`src/rtl/adder_final.sv`:
```
`default_nettype none
// ============================================================================
//  Module      : adder_final
//  Description : Final carry-propagate stage of a carry-save accumulator.
//                It collapses the two carry-save rows, covering columns 19..5,
//                into a 20-bit two's-complement sum S. S is built with a
//                Kogge-Stone prefix adder and registered with one cycle of
//                latency. The outputs are the raw sum bits 19..6 and a
//                13-bit result that is optionally saturated.
//
//  Ports       : clk        - rising-edge clock
//                reset      - synchronous active-high reset
//                in_valid   - qualifies the column inputs this cycle
//                a19..a6    - two carry-save bits per column (weight 2^k)
//                a5         - single bit of column 5
//                out        - registered S[19:6]
//                sat_out    - registered result over accumulator bits 18..6
//                ovf_pos    - registered positive-overflow flag
//                ovf_neg    - registered negative-overflow flag
//                out_valid  - high one cycle after an accepted in_valid
//
//  Config      : ADDER_FINAL_SAT_EN - when defined, sat_out saturates to
//                +4095/-4096 and the overflow flags are live. When it is
//                undefined, sat_out wraps (out[12:0]) and the flags are 0.
//
//  Revision    : 1.0 - initial release
// ============================================================================
module adder_final (
    input  logic        clk,
    input  logic        reset,
    input  logic        in_valid,
    input  logic [1:0]  a19,
    input  logic [1:0]  a18,
    input  logic [1:0]  a17,
    input  logic [1:0]  a16,
    input  logic [1:0]  a15,
    input  logic [1:0]  a14,
    input  logic [1:0]  a13,
    input  logic [1:0]  a12,
    input  logic [1:0]  a11,
    input  logic [1:0]  a10,
    input  logic [1:0]  a9,
    input  logic [1:0]  a8,
    input  logic [1:0]  a7,
    input  logic [1:0]  a6,
    input  logic        a5,
    output logic [13:0] out,
    output logic [12:0] sat_out,
    output logic        ovf_pos,
    output logic        ovf_neg,
    output logic        out_valid
);

    localparam int c_WIDTH  = 15;   // columns 19..5, position 0 = column 5
    localparam int c_LEVELS = 4;    // ceil(log2(15)) prefix levels

    logic [c_WIDTH-1:0] w_x;
    logic [c_WIDTH-1:0] w_y;

    assign w_x = {a19[0], a18[0], a17[0], a16[0], a15[0], a14[0], a13[0],
                  a12[0], a11[0], a10[0], a9[0],  a8[0],  a7[0],  a6[0], a5};
    assign w_y = {a19[1], a18[1], a17[1], a16[1], a15[1], a14[1], a13[1],
                  a12[1], a11[1], a10[1], a9[1],  a8[1],  a7[1],  a6[1], 1'b0};

    // Generate/propagate per prefix level. Level 0 holds the bitwise terms.
    logic [c_WIDTH-1:0] w_g [0:c_LEVELS];
    logic [c_WIDTH-1:0] w_p [0:c_LEVELS];

    assign w_g[0] = w_x & w_y;
    assign w_p[0] = w_x ^ w_y;

    generate
        for (genvar lvl = 0; lvl < c_LEVELS; lvl++) begin : g_level
            for (genvar i = 0; i < c_WIDTH; i++) begin : g_bit
                if (i >= (1 << lvl)) begin : g_merge
                    assign w_g[lvl+1][i] = w_g[lvl][i] |
                                           (w_p[lvl][i] & w_g[lvl][i-(1<<lvl)]);
                    assign w_p[lvl+1][i] = w_p[lvl][i] & w_p[lvl][i-(1<<lvl)];
                end else begin : g_pass
                    // The group already reaches position 0, so it is final.
                    assign w_g[lvl+1][i] = w_g[lvl][i];
                    assign w_p[lvl+1][i] = w_p[lvl][i];
                end
            end
        end
    endgenerate

    // The carry-in at column 5 is zero. Column i receives the group
    // generate of columns 0..i-1.
    logic [c_WIDTH-1:0] w_carry;
    logic [c_WIDTH-1:0] w_s;
    logic [13:0]        w_sum;

    assign w_carry = {w_g[c_LEVELS][c_WIDTH-2:0], 1'b0};
    assign w_s     = w_p[0] ^ w_carry;
    assign w_sum   = w_s[c_WIDTH-1:1];   // bit 5 only matters via its carry

    // The carry out of bit 19 is discarded. The final-level propagate and
    // sum bit 5 have no consumer.
    logic w_unused;
    assign w_unused = ^{w_g[c_LEVELS][c_WIDTH-1], w_p[c_LEVELS], w_s[0]};

    logic [12:0] w_sat;
    logic        w_ovf_pos;
    logic        w_ovf_neg;

`ifdef ADDER_FINAL_SAT_EN
    // The value leaves the 13-bit signed range exactly when bits 19 and 18
    // of S disagree.
    assign w_ovf_pos = ~w_sum[13] &  w_sum[12];
    assign w_ovf_neg =  w_sum[13] & ~w_sum[12];
    assign w_sat     = w_ovf_pos ? 13'h0FFF :
                       w_ovf_neg ? 13'h1000 : w_sum[12:0];
`else
    assign w_ovf_pos = 1'b0;
    assign w_ovf_neg = 1'b0;
    assign w_sat     = w_sum[12:0];
`endif

    logic [13:0] r_out;
    logic [12:0] r_sat;
    logic        r_ovf_pos;
    logic        r_ovf_neg;
    logic        r_out_valid;

    always_ff @(posedge clk) begin
        if (reset) begin
            r_out       <= '0;
            r_sat       <= '0;
            r_ovf_pos   <= 1'b0;
            r_ovf_neg   <= 1'b0;
            r_out_valid <= 1'b0;
        end else begin
            r_out_valid <= in_valid;
            if (in_valid) begin
                r_out     <= w_sum;
                r_sat     <= w_sat;
                r_ovf_pos <= w_ovf_pos;
                r_ovf_neg <= w_ovf_neg;
            end
        end
    end

    assign out       = r_out;
    assign sat_out   = r_sat;
    assign ovf_pos   = r_ovf_pos;
    assign ovf_neg   = r_ovf_neg;
    assign out_valid = r_out_valid;

endmodule
`default_nettype wire

```
`config.mk`:
```
export PLATFORM = sky130hd
export DESIGN_NAME = adder_final
export DESIGN_NICKNAME = d
export VERILOG_FILES = /design/src/rtl/adder_final.sv
export SDC_FILE = /design/constraint.sdc
export NUM_CORES = 1
export LEC_CHECK = 0
export CAP_MARGIN = 25
export CORE_MARGIN = 2
export CORE_UTILIZATION = 45
export CTS_BUF_LIST = sky130_fd_sc_hd__clkbuf_16
export DETAILED_ROUTE_END_ITERATION = 12
export PLACE_DENSITY = 0.95
export REMOVE_ABC_BUFFERS = 1
export SETUP_SLACK_MARGIN = 0.05
export SYNTH_ARGS = -nofsm -noshare
export SYNTH_HDL_FRONTEND = slang
export SYNTH_SLANG_ARGS = --single-unit
export TNS_END_PERCENT = 30
```
`constraint.sdc`:
```
create_clock -name clk -period 3.2 [get_ports clk]
set_clock_uncertainty 0.1 [all_clocks]
set_input_delay 0.48 -clock clk [delete_from_list [all_inputs] [get_ports clk]]
set_output_delay 0.48 -clock clk [all_outputs]
set_load 0.02 [all_outputs]
```
======== After elaboration in Yosys (flattened, before gate mapping) ========
Index checks and enable logic that the tools add are counted.
word-level totals
  output and inout port bits .............. 30
  bits of input ports ..................... 32
  word-level logic and storage cells ...... 116
  bits in registers ....................... 28
operators by class
  bitwise operators ....................... 113
operator list
  operator          count
  $and A1 B1 Y1     69
  $or A1 B1 Y1      41
  $xor A15 B15 Y15  2
  $and A14 B14 Y14  1

======== Depth between registers and ports, before layout ========
  word-level depth ........................ 9
  depth in mapped cells ................... 7
  gate-level depth less buffers ........... 7

======== Least setup slack after synthesis ========
No wires, ideal clock.
  path type ............................... input to register
  from .................................... in a6[0]
  to ...................................... reg r_sat[8], in the netlist sat_out[8]
  data required time ...................... 3.009 ns
  slack ................................... 0.891 ns
  path buffers ............................ 0
  library setup time ...................... 0.091 ns
  arrival time ............................ 2.118 ns
  cell stages on the path ................. 7
  cells stage by stage .................... ha_1 fa_1 a21oi_2 o21ai_2 a2111oi_4 o21ai_0 a311oi_1
on the way
  cells in the longest elaborated chain, start to end .. 9
ends and longest elaborated chain
  item                  RTL line  text
  start, declared       45        input logic [1:0] a6,
  $and A14 B14 Y14      69        assign w_g[0] = w_x & w_y;
  $and A1 B1 Y1         77        (w_p[lvl][i] & w_g[lvl][i-(1<<lvl)]);
  $or A1 B1 Y1          76        assign w_g[lvl+1][i] = w_g[lvl][i] |
  $and A1 B1 Y1         77
  $or A1 B1 Y1          76
  $and A1 B1 Y1         77
  $or A1 B1 Y1          76
  $or A1 B1 Y1 (*)      76
  $xor A15 B15 Y15 (*)  95        assign w_s = w_p[0] ^ w_carry;
  end signal, assigned  137       r_sat <= w_sat;
  end, declared         121       logic [12:0] r_sat;
Mark *: on every way between the ends. The rest lies on a longest branch, timed or not.
A chain may end at the register's enable or synchronous reset.

======== Worst setup path in the final report ========
Ends and elaborated chain as after synthesis.

==> results.cfg <==
[run_status]
status = finished, violations left
violations = design-rule violations

[setup_path]
cp_top_family = compound AO/OA/AOI/OAI gates
cp_cell_sequence = clkdlybuf4s50_1, ha_1, fa_1, a21oi_2, o21ai_2, a2111oi_4, o21ai_0, a311oi_1
critical_path_buf_inv_count = 1
crit_type = input pin to flop
slowest_stage = a2111oi_4
worstSetupEndpointType = flop
slowest_delay_ns = 0.44
start_kind = input pin
required_ns = 3.26
arrival_ns = 2.73
cp_max_fo = 4

[sta]
fin_crit_sh_pct = 83.6
finalHoldViolCount = 0
slew_viol_final = 0
fmax_mhz = 374
tns_ns = 0
rsz0062_at_grt = false
fin_crit_ns = 2.68
setup_viol = 0

[synthesis]
async_flop_share_pct = 0
yosysUniqueCellTypes = 45
yosysTopAreaCellShare_pct = 22.2
synth_common_cells = nand2_1, buf_4, dfxtp_1
synth_area_leaders = dfxtp_1, ha_1, buf_4
avgSynthCellArea_sq_um = 8.11
synth_xor_area_share_pct = 3.23
synth_top_area_cell = dfxtp_1
postSynthCellCount = 167
synth_top_family_by_area = compound AO/OA/AOI/OAI gates
synth_warnings = 0
synth-compound-area-share_pct = 25.9
yosysSeqAreaShare_pct = 22.2
synthAdderAreaFrac_pct = 13.5
synthesis.area_sq_mm = 0.00136
synth-main-ff-cell = dfxtp_1
ys_seq_elements = 15
yosysMostFrequentCell = nand2_1
synthMuxAreaShare_pct = 2.95
synth-edff-count = 0
synth-simple-area-share_pct = 19.9

[placement]
gp_congestion = 0.879
place_inst = 239
dpl_cell_area_sq_mm = 0.00185
numPortBuffers = 58
dpl.hpwl_mm = 2.61

[routing]
drtIter0Drc = 44
drc = 7
wl_mm = 3.37
via_per_inst = 5.82
wl_per_cell_microns = 13.9
antenna_left = 0
vias = 1415
first_pass_iters = 11

[min_path]
hold_class = flop to flop

[clocking]
clkTransAtPathRegs_ns = 0.05
htree_levels = 1
clock-sinks = 15
post_cts_resized = 0
clock_latency_ns = 0.25
post_cts_buffers = 0
clk_path_buf_depth = 2
hold_buffers = 0
cts_tree = built
clock-root-buffer = clkbuf_16
cts_buffers = 3

[grt]
antenna_found_initial = 0
grt.met3_usage_pct = 4.18
first_global_vias = 1281
grt.met1_usage_pct = 25.8
track_usage_pct = 20.8
grt-busiest-layer = met2
grt_first_pass_wirelength_mm = 5.61
grt_use_met2_pct = 35.4
grt_max_degree = 15
overflow = 0

[job]
drv_cap = 0

[die]
start_util_pct = 48.3
die_x_microns = 58.9
rows = 19
die_h_microns = 58.9
num_io_pins = 62
core-area_sq_mm = 0.00281
dieArea_sq_mm = 0.00347

[finish]
area.growth.synth_to_final_pct = 42.3
finalInstanceArea_sq_mm = 0.00193
instances_no_fill = 243
drive_above_1_share_pct = 7.55
antenna_cells = 0
nets = 259

[pwr]
power.leakage_uw = 0.000757
ir_drop_mv = 0.191
pwr_density_cell_mw_per_mm2 = 412
total_power_uw = 795
-- placed cells by master (no fill, tap or decap), types with 2 or more instances in the layout --
master / count
clkdlybuf4s50_1: 58
ha_1: 13
a21o_1: 2
nand3_1: 5
a211oi_1: 2
a2111oi_2: 2
nor3_1: 6
o21ai_0: 6
nand2_1: 17
nand4_1: 6
clkbuf_16: 3
conb_1: 2
or3_1: 3
o21a_1: 3
buf_4: 2
a21oi_2: 3
nor2_1: 14
a211o_1: 3
xor2_1: 3
mux2i_1: 4
xnor2_1: 2
inv_1: 4
a21oi_1: 13
dfxtp_1: 15
-- final timing paths --
| kind | from | to | slack, ns | depth (start not counted) |
|---|---|---|---|---|
| worst min-delay path | out[13] | out[13] | 0.35 | 2 |
| worst min register to register | out[13] | out[13] | 0.35 | 2 |
| worst max register to register | sat_out[11] | sat_out[11] | 2.18 | 3 |
| worst max-delay path | a6[0] | sat_out[8] | 0.52 | 8 |
-- metal layers --
metal	part of all wire, %	routed length [microns]
met2	48	1610
met4	1.6	53
met3	8.3	278
met5	0	0
met1	42	1430
-- area by class of cell --
cell class              count  area (sq um)
clock buffers               3          75.1
repair buffers             60           596
well taps                  31          38.8
fillers                   221           877
clock inverters             1          5.00
multi-input cells         128           895
inverters                   5          18.8
flip-flops and latches     15           300
-- worst register-to-register path, stage by stage (launching register included) --
cell and delay, ns:
dfxtp_1 0.32, nand2_1 0.05, o311ai_0 0.10, or3_1 0.33
-- flip-flops by register name, summed over array words and instances, names as in the netlist --
signal and count:
sat_out 12, out_valid 1, out 2
-- cell families after synthesis --
kind of cell,Yosys count
AO/OA/AOI/OAI,46
XOR/XNOR,5
adder cells (fa/ha/maj),14
buffers and inverters,25
flip-flops,15
multiplexers,4
other,1
AND/OR/NAND/NOR,57
-- per-stage QoR --
step	setup slack (ns)	hold WS (ns)	utilization [%]
after global placement	0.382	0.347	65.9
after floorplan	0.891	0.446	-
after CTS	0.550	0.358	68.7
final	0.523	0.353	68.7
after global routing	0.395	0.395	68.7
after detailed placement	0.278	0.347	65.9
-- report_power, final --
part | total [uW] | switching [uW] | internal [uW]
sequential | 222 | 14.4 | 207
combinational | 326 | 167 | 158
clock | 247 | 80.0 | 167
total | 795 | 262 | 533
No activity file was read; power rests on OpenSTA's default activity.
